===== src/rtl/up_pkg.sv =====
// Shared constants and types for the up instruction-fetch path.
package up_pkg;

  localparam int unsigned ADDR_W     = 32;
  localparam int unsigned DATA_W     = 32;
  localparam int unsigned WORD_BYTES = 4;

  typedef enum logic [1:0] {
    IDLE  = 2'd0,
    FETCH = 2'd1,
    HOLD  = 2'd2
  } fetch_state_e;

  typedef struct packed {
    logic [ADDR_W-1:0] pc;
    logic [DATA_W-1:0] instr;
  } fetch_entry_t;

  // Clear the byte-offset bits so every fetch address is word aligned.
  function automatic logic [ADDR_W-1:0] word_align(input logic [ADDR_W-1:0] addr);
    return addr & ~ADDR_W'(WORD_BYTES - 1);
  endfunction

endpackage


===== src/rtl/fetch_fifo.sv =====
// Shift-register instruction buffer: entry 0 is always the head, so the
// head fields leave the block straight from flops.
module fetch_fifo
  import up_pkg::*;
#(
  parameter  int unsigned DEPTH = 2,
  localparam int unsigned CW    = $clog2(DEPTH + 1)
) (
  input  logic          clk,
  input  logic          nrst,
  input  logic          i_push,
  input  fetch_entry_t  i_data,
  input  logic          i_pop,
  input  logic          i_flush,
  output fetch_entry_t  o_head,
  output logic          o_valid,
  output logic [CW-1:0] o_count
);

  fetch_entry_t  r_mem     [DEPTH];
  fetch_entry_t  w_mem_nxt [DEPTH];
  logic [CW-1:0] r_count;
  logic [CW-1:0] w_count_nxt;
  logic [CW-1:0] w_wr_idx;
  logic          r_valid;
  logic          w_pop;

  assign w_pop       = i_pop && (r_count != '0);
  assign w_wr_idx    = r_count - CW'(w_pop);
  assign w_count_nxt = r_count + CW'(i_push) - CW'(w_pop);

  // A pop shifts everything down one slot; a push lands just above the survivors.
  always_comb begin
    w_mem_nxt = r_mem;
    if (w_pop) begin
      for (int unsigned i = 0; i + 1 < DEPTH; i++) begin
        w_mem_nxt[i] = r_mem[i + 1];
      end
    end
    if (i_push) begin
      for (int unsigned i = 0; i < DEPTH; i++) begin
        if (CW'(i) == w_wr_idx) begin
          w_mem_nxt[i] = i_data;
        end
      end
    end
  end

  always_ff @(posedge clk or posedge nrst) begin
    if (nrst) begin
      r_count <= '0;
      r_valid <= 1'b0;
      for (int unsigned i = 0; i < DEPTH; i++) begin
        r_mem[i] <= '0;
      end
    end else if (i_flush) begin
      r_count <= '0;
      r_valid <= 1'b0;
    end else begin
      r_count <= w_count_nxt;
      r_valid <= (w_count_nxt != '0);
      r_mem   <= w_mem_nxt;
    end
  end

  assign o_head  = r_mem[0];
  assign o_valid = r_valid;
  assign o_count = r_count;

endmodule


===== src/rtl/fetch_unit.sv =====
// Instruction fetch between Memoria32 (synchronous read) and the up decode
// stage: sequential issue, credit-limited by the buffer, with redirect.
module fetch_unit
  import up_pkg::*;
#(
  parameter logic [ADDR_W-1:0] RESET_PC = 32'h0000_0000,
  parameter int unsigned       DEPTH    = 2
) (
  input  logic              clk,
  input  logic              nrst,
  output logic [ADDR_W-1:0] mem_raddr,
  input  logic [DATA_W-1:0] mem_rdata,
  input  logic              redirect,
  input  logic [ADDR_W-1:0] redirect_pc,
  output logic [DATA_W-1:0] instr_out,
  output logic [ADDR_W-1:0] pc_out,
  output logic              instr_valid,
  input  logic              instr_ready
);

  localparam int unsigned       CW      = $clog2(DEPTH + 1);
  localparam int unsigned       OW      = CW + 1;
  localparam logic [ADDR_W-1:0] PC_STEP = ADDR_W'(WORD_BYTES);

  fetch_state_e      r_state;
  fetch_state_e      w_state_nxt;
  logic [ADDR_W-1:0] r_pc;
  logic [ADDR_W-1:0] r_inflight_pc;
  logic              r_inflight;
  logic              w_pop;
  logic              w_push;
  logic              w_flush;
  logic              w_issue;
  logic              w_room;
  logic [CW-1:0]     w_count;
  logic [OW-1:0]     w_occ;
  fetch_entry_t      w_push_data;
  fetch_entry_t      w_head;

  assign w_pop   = instr_valid & instr_ready;
  assign w_flush = redirect & (r_state != IDLE);
  assign w_push  = r_inflight & ~w_flush;

  // Occupancy after this edge; one more issue must still fit when it returns.
  assign w_occ  = OW'(w_count) + OW'(r_inflight) - OW'(w_pop);
  assign w_room = (w_occ < OW'(DEPTH));

  always_ff @(posedge clk or posedge nrst) begin
    if (nrst) begin
      r_state <= IDLE;
    end else begin
      r_state <= w_state_nxt;
    end
  end

  always_comb begin
    w_state_nxt = r_state;
    w_issue     = 1'b0;
    unique case (r_state)
      IDLE: w_state_nxt = FETCH;
      FETCH, HOLD: begin
        if (w_flush) begin
          w_state_nxt = FETCH;
        end else if (w_room) begin
          w_issue     = 1'b1;
          w_state_nxt = FETCH;
        end else begin
          w_state_nxt = HOLD;
        end
      end
      default: w_state_nxt = IDLE;
    endcase
  end

  // Fetch pointer and the single outstanding read slot.
  always_ff @(posedge clk or posedge nrst) begin
    if (nrst) begin
      r_pc          <= word_align(RESET_PC);
      r_inflight    <= 1'b0;
      r_inflight_pc <= '0;
    end else begin
      r_inflight <= w_issue;
      if (w_flush) begin
        r_pc <= word_align(redirect_pc);
      end else if (w_issue) begin
        r_pc          <= r_pc + PC_STEP;
        r_inflight_pc <= r_pc;
      end
    end
  end

  assign mem_raddr   = r_pc;
  assign w_push_data = '{pc: r_inflight_pc, instr: mem_rdata};

  fetch_fifo #(
    .DEPTH (DEPTH)
  ) u_fifo (
    .clk     (clk),
    .nrst    (nrst),
    .i_push  (w_push),
    .i_data  (w_push_data),
    .i_pop   (w_pop),
    .i_flush (w_flush),
    .o_head  (w_head),
    .o_valid (instr_valid),
    .o_count (w_count)
  );

  assign instr_out = w_head.instr;
  assign pc_out    = w_head.pc;

endmodule


===== config.mk =====
export PLATFORM = sky130hd
export DESIGN_NAME = fetch_unit
export DESIGN_NICKNAME = d
export VERILOG_FILES = /design/src/rtl/up_pkg.sv /design/src/rtl/fetch_fifo.sv /design/src/rtl/fetch_unit.sv
export SDC_FILE = /design/constraint.sdc
export NUM_CORES = 1
export LEC_CHECK = 0
export CORE_UTILIZATION = 40
export DETAILED_ROUTE_END_ITERATION = 12
export HOLD_SLACK_MARGIN = 0.08
export PLACE_DENSITY = 0.67
export SYNTH_ARGS = -nofsm -noshare
export SYNTH_HDL_FRONTEND = slang
export SYNTH_SLANG_ARGS = --single-unit

===== constraint.sdc =====
create_clock -name clk -period 9.5 [get_ports clk]
set_input_delay 2.85 -clock clk [delete_from_list [all_inputs] [get_ports clk]]
set_output_delay 2.85 -clock clk [all_outputs]
set_load 0.01 [all_outputs]

Yosys cells after proc, flatten, opt, wreduce, memory -nomap -nowiden
Index checks and enable logic that the tools add are counted.

Input bits: 68. Bits in registers: 198. Output and inout port bits: 97. Word-level logic and storage cells: 48.

Equal/unequal tests: 3. $add $sub $neg: 6. Bitwise operators: 4. Reductions and logical operators: 10. Mux-type cells: 14. Order comparisons: 1.

Operators by type and width (count): $mux W64 (3); $mux W128 (1); $mux W32 (2); $add A32 B3 Y32 const B (1); $reduce_bool A2 Y1 (4); $mux W2 (3); $logic_not A2 Y1 (2); $mux W1 (4); $pmux W2 S2 (1); $sub A2 B1 Y2 (2); $add A2 B1 Y3 (1); $and A1 B1 Y1 (3); $lt A3 B2 Y1 const B (1); $reduce_and A3 Y1 (1); $sub A3 B1 Y3 (1); $add A2 B1 Y2 (1); $eq A1 B2 Y1 const A (1); $eq A2 B1 Y1 const B (1); $eq A2 B2 Y1 const B (1); $reduce_and A2 Y1 (1); $reduce_or A2 Y1 (1); $logic_and A1 B1 Y1 (1); $not A1 Y1 (1).

Logic depth before layout (Yosys ltp)
Depth after elaboration: 8. Gate-level depth with buffers: 12. Gate-level depth less buffers: 11.

Hierarchy
A second synthesis with hierarchy kept.

Cells, all modules: 801. Area total of the unflattened synthesis: 9729.3 um2.

Modules (own cells, without submodules): fetch_fifo (sequential area each 3278.1 um2, area each 6688.9 um2, cells each 511, instances 1); fetch_unit (sequential area each 1576.5 um2, area each 3040.4 um2, cells each 290, instances 1).

Worst setup path before layout
Ideal clock, no wire load.

Kind: input to register. From: in instr_ready. To: reg r_pc[19], in the netlist mem_raddr[19]. Setup slack: 4.028 ns. Arrival: 5.390 ns. Stages: 9. Buffers on the path: 1. Required time: 9.418 ns. Setup time: 0.082 ns. Cell sequence: and2_1 > ha_1 > nand2b_1 > fa_1 > nand4_1 > or4_4 > buf_6 > or4_1 > a31oi_1.

Longest elaborated chain between the ends: 7.

Ends and longest elaborated chain: start: declaration (RTL line fetch_unit.sv:18) `input logic instr_ready`; $and A1 B1 Y1 (RTL line fetch_unit.sv:40) `assign w_pop = instr_valid & instr_ready;`; $sub A3 B1 Y3 (RTL line fetch_unit.sv:45) `assign w_occ = OW'(w_count) + OW'(r_inflight) - OW'(w_pop);`; $lt A3 B2 Y1 (RTL line fetch_unit.sv:46) `assign w_room = (w_occ < OW'(DEPTH));`; $mux W1 (RTL line fetch_unit.sv:64) `end else if (w_room) begin`; $mux W1 (RTL line fetch_unit.sv:62) `if (w_flush) begin`; $mux W1 (RTL line fetch_unit.sv:59) `unique case (r_state)`; $reduce_bool A2 Y1 (no line); end signal: assignment (RTL line fetch_unit.sv:78) `r_pc <= word_align(RESET_PC);`; end signal: assignment (RTL line fetch_unit.sv:84) `r_pc <= word_align(redirect_pc);`; end signal: assignment (RTL line fetch_unit.sv:86) `r_pc <= r_pc + PC_STEP;`; end: declaration (RTL line fetch_unit.sv:27) `logic [ADDR_W-1:0] r_pc;`.

Every way passes these cells. A chain may end at the register's enable or synchronous reset.

Worst setup path in the final report
From: in instr_ready. To: reg r_pc[30], in the netlist mem_raddr[30].

The elaborated chain is that of the path after synthesis.

==> run summary <==
Crit path largest cell delay -> 0.86 ns
TritonCTS Buffers -> 17
Placer Congestion -> 0.764
Ys flop type -> dfrtp_1
Status -> completed
Family with the most delay on the worst path -> simple AND/OR/NAND/NOR gates
Detailed-route DRC error count -> 0
CTS tree -> yes
Worst EP required -> 9.84 ns
Async SR Flop Fraction -> 1.00
CP dominant cell by count -> or4_1
DR WL/cell -> 16.3 um
Final hold slack -> 0.508 ns
Final Hold Fails -> 0
GRT Total Usage -> 0.168
Measured slew at the worst slew-check pin -> 1.07 ns
Hold_buf cts -> 0
Sequential element share of the synthesized area -> 0.536
Worst path bufs/invs -> 1
Setup bufs post-CTS -> 0
WS Path Type -> in -> reg
Fraction of layout cells with a size suffix above 1 -> 0.159
Leakage -> 4.35 nW
Number of enable flip-flop cells after synthesis -> 0
Root Driver -> clkbuf_16
Setup total negative slack -> 0 ns
Fin crit period -> 5.82 ns
R2R setup slack -> 6.14 ns
Fill count -> 1,958
Largest net degree at the start of global routing -> 126
FMAX -> 0.172 GHz
Avg Cell Area, Syn -> 11.5 um2
Commonest non-fill, non-tap cell in the layout -> dfrtp_1
Final worst-path cycle share -> 0.613
Syn Inst Count -> 781
Io pins -> 165
Critical Path Fanout Max -> 18
Die ar. -> 23,000 um2
Worst r2r path cells -> 8
Final nets -> 931
HP Class -> reg -> reg
First-pass GRT wire length -> 29.5 mm
Most frequent cells in the layout -> 192 x dfrtp_1, 160 x clkdlybuf4s50_1, 92 x mux2_2, 85 x nor2_1
CTS Sinks -> 192
Worst Skew -> 0.00960 ns
Core ar. -> 21,900 um2
Area delta synth->final -> 21.0%
Vias -> 5,814
DRT Pass-1 Iters -> 4
Worst skew pair latency -> 0.42 ns
Die height -> 152 um
IR drop worst, VDD -> 116 uV
Crit path capture type -> register
Initial core utilization -> 0.409
RSZ-0062 raised after global routing -> false
Final setup fails -> 0
Post-synth cell types -> 42
DPL Wire Length -> 12.0 mm
Reg-to-Reg Start -> u_fifo.o_valid
Longest Clk Path Bufs -> 2
CP Depth -> 9
CP Cell Sequence -> clkdlybuf4s50_1 -> and2_1 -> ha_1 -> nand2b_1 -> fa_1 -> xor2_4 -> or4_1 -> or4_1 -> a31oi_1
Slowest-stage cell, CP -> or4_1
Max cap viols -> 0
Number of port buffers -> 160
PD cells -> 339 nW/um2
Num rows -> 54
GR Overflow Total -> 0
Ant diodes -> 0
Total number of yosys warnings -> 0
Worst Hold End -> u_fifo.r_mem[53]
Startpoint types -> primary input
Antenna Nets Post-Route -> 0
Worst Hold Depth -> 1
Final wirelength -> 18.7 mm
Vias in the first global route -> 5,541
Worst r2r dst -> mem_raddr[30]
Clock slew at reported path FFs -> 0.07 ns
Cts repair resizes -> 0
Hold path start -> u_fifo.r_mem[53]
Slew Viols, Final -> 0
Via density -> 5.06
Maximum level of the CTS H-tree -> 4
Starting DRT DRC Count -> 288
Seq cells post-synth -> 192
Slew headroom -> 0.286
Initial antenna violation count -> 0
Die Width -> 152 um
CP Data Arrival Time -> 6.17 ns
Post-synthesis cell area -> 8960 um2
==> sequential cells by signal (all words and copies together) (netlist names) <==
| register | flops |
|---|---|
| r_state | 2 |
| mem_raddr | 30 |
| r_inflight | 1 |
| u_fifo.o_head | 64 |
| u_fifo.r_mem | 62 |
| u_fifo.o_count | 2 |
| u_fifo.o_valid | 1 |
| r_inflight_pc | 30 |
==> cell usage after synthesis, drive strengths merged (3+ instances only) <==
| cell | count | area (um2) |
|---|---|---|
| dfrtp | 192 | 4800 |
| mux2 | 92 | 1040 |
| buf | 85 | 602 |
| nor2 | 85 | 319 |
| a21oi | 63 | 315 |
| mux2i | 63 | 631 |
| clkbuf | 29 | 109 |
| or4 | 21 | 161 |
| a31oi | 20 | 125 |
| nand2 | 18 | 67.6 |
| o31ai | 16 | 120 |
| inv | 14 | 52.6 |
| o21ai | 12 | 60.1 |
| xnor2 | 11 | 96.3 |
| nand4 | 9 | 56.3 |
| ha | 7 | 87.6 |
| nand3 | 7 | 35.0 |
| and2 | 4 | 25.0 |
| nor3 | 4 | 20.0 |
| or3 | 4 | 25.0 |
| and3 | 3 | 18.8 |
| nand2b | 3 | 18.8 |
==> metrics by stage <==
stage	std cells	total power, mW	cell area [um2]	util	setup slack (ns)
final	1148	3.67	10800	0.496	3.68
after global routing	1148	3.94	10800	0.496	3.56
after CTS	1148	3.72	10800	0.496	3.68
after detailed placement	1116	3.02	10300	0.470	3.24
after global placement	1116	2.98	10300	0.470	3.26
after floorplan	782	2.54	8970	-	1.42
==> logic make-up (layout without fill, tap and decap cells) <==
kind of cell               count (synthesis)  count (layout)  synth area share
buffers and inverters                    128             214            0.0851
xor gates and xnor gates                  13              13            0.0148
other                                      1               2          0.000418
AOI/OAI and AO/OA                        117             117            0.0751
and+or+nand+nor                          167             167            0.0906
muxes                                    155             155             0.186
adders and majority gates                  8               8            0.0120
DFF                                      192             192             0.536
==> report_power, final <==
part	leakage (nW)	internal (mW)	total (mW)	switching (mW)
Sequential	2.25	1.23	1.54	0.313
Clock	0.278	0.378	0.689	0.311
Combinational	1.81	0.824	1.45	0.622
==> layer usage <==
| layer | wire [um] | vias to the layer above | track usage |
|---|---|---|---|
| met5 | 0 | - | 0 |
| li1 | - | 2826 | - |
| met2 | 8400 | 143 | 0.259 |
| met1 | 9090 | 2833 | 0.233 |
| met3 | 965 | 12 | 0.0332 |
| met4 | 249 | 0 | 0.0624 |
==> worst max path at each step <==
stage	startpoint	to	slack, ns
floorplan	nrst	mem_raddr[10]	1.42
global placement	instr_ready	mem_raddr[30]	3.26
detailed placement	instr_ready	mem_raddr[30]	3.24
CTS	instr_ready	mem_raddr[30]	3.68
global route	instr_ready	mem_raddr[28]	3.56
finish	instr_ready	mem_raddr[30]	3.68
==> cell type report <==
cell class	count	area, um2	share of cell area
timing repair buffer	168	1660	0.153
inverter	14	60.1	0.00554
clock inverter	11	105	0.00969
multi-input combinational	462	3410	0.314
clock buffer	21	460	0.0424
sequential	192	4800	0.443
tap	280	350	0.0323
Note: power is estimated with default switching activity, not from simulation.
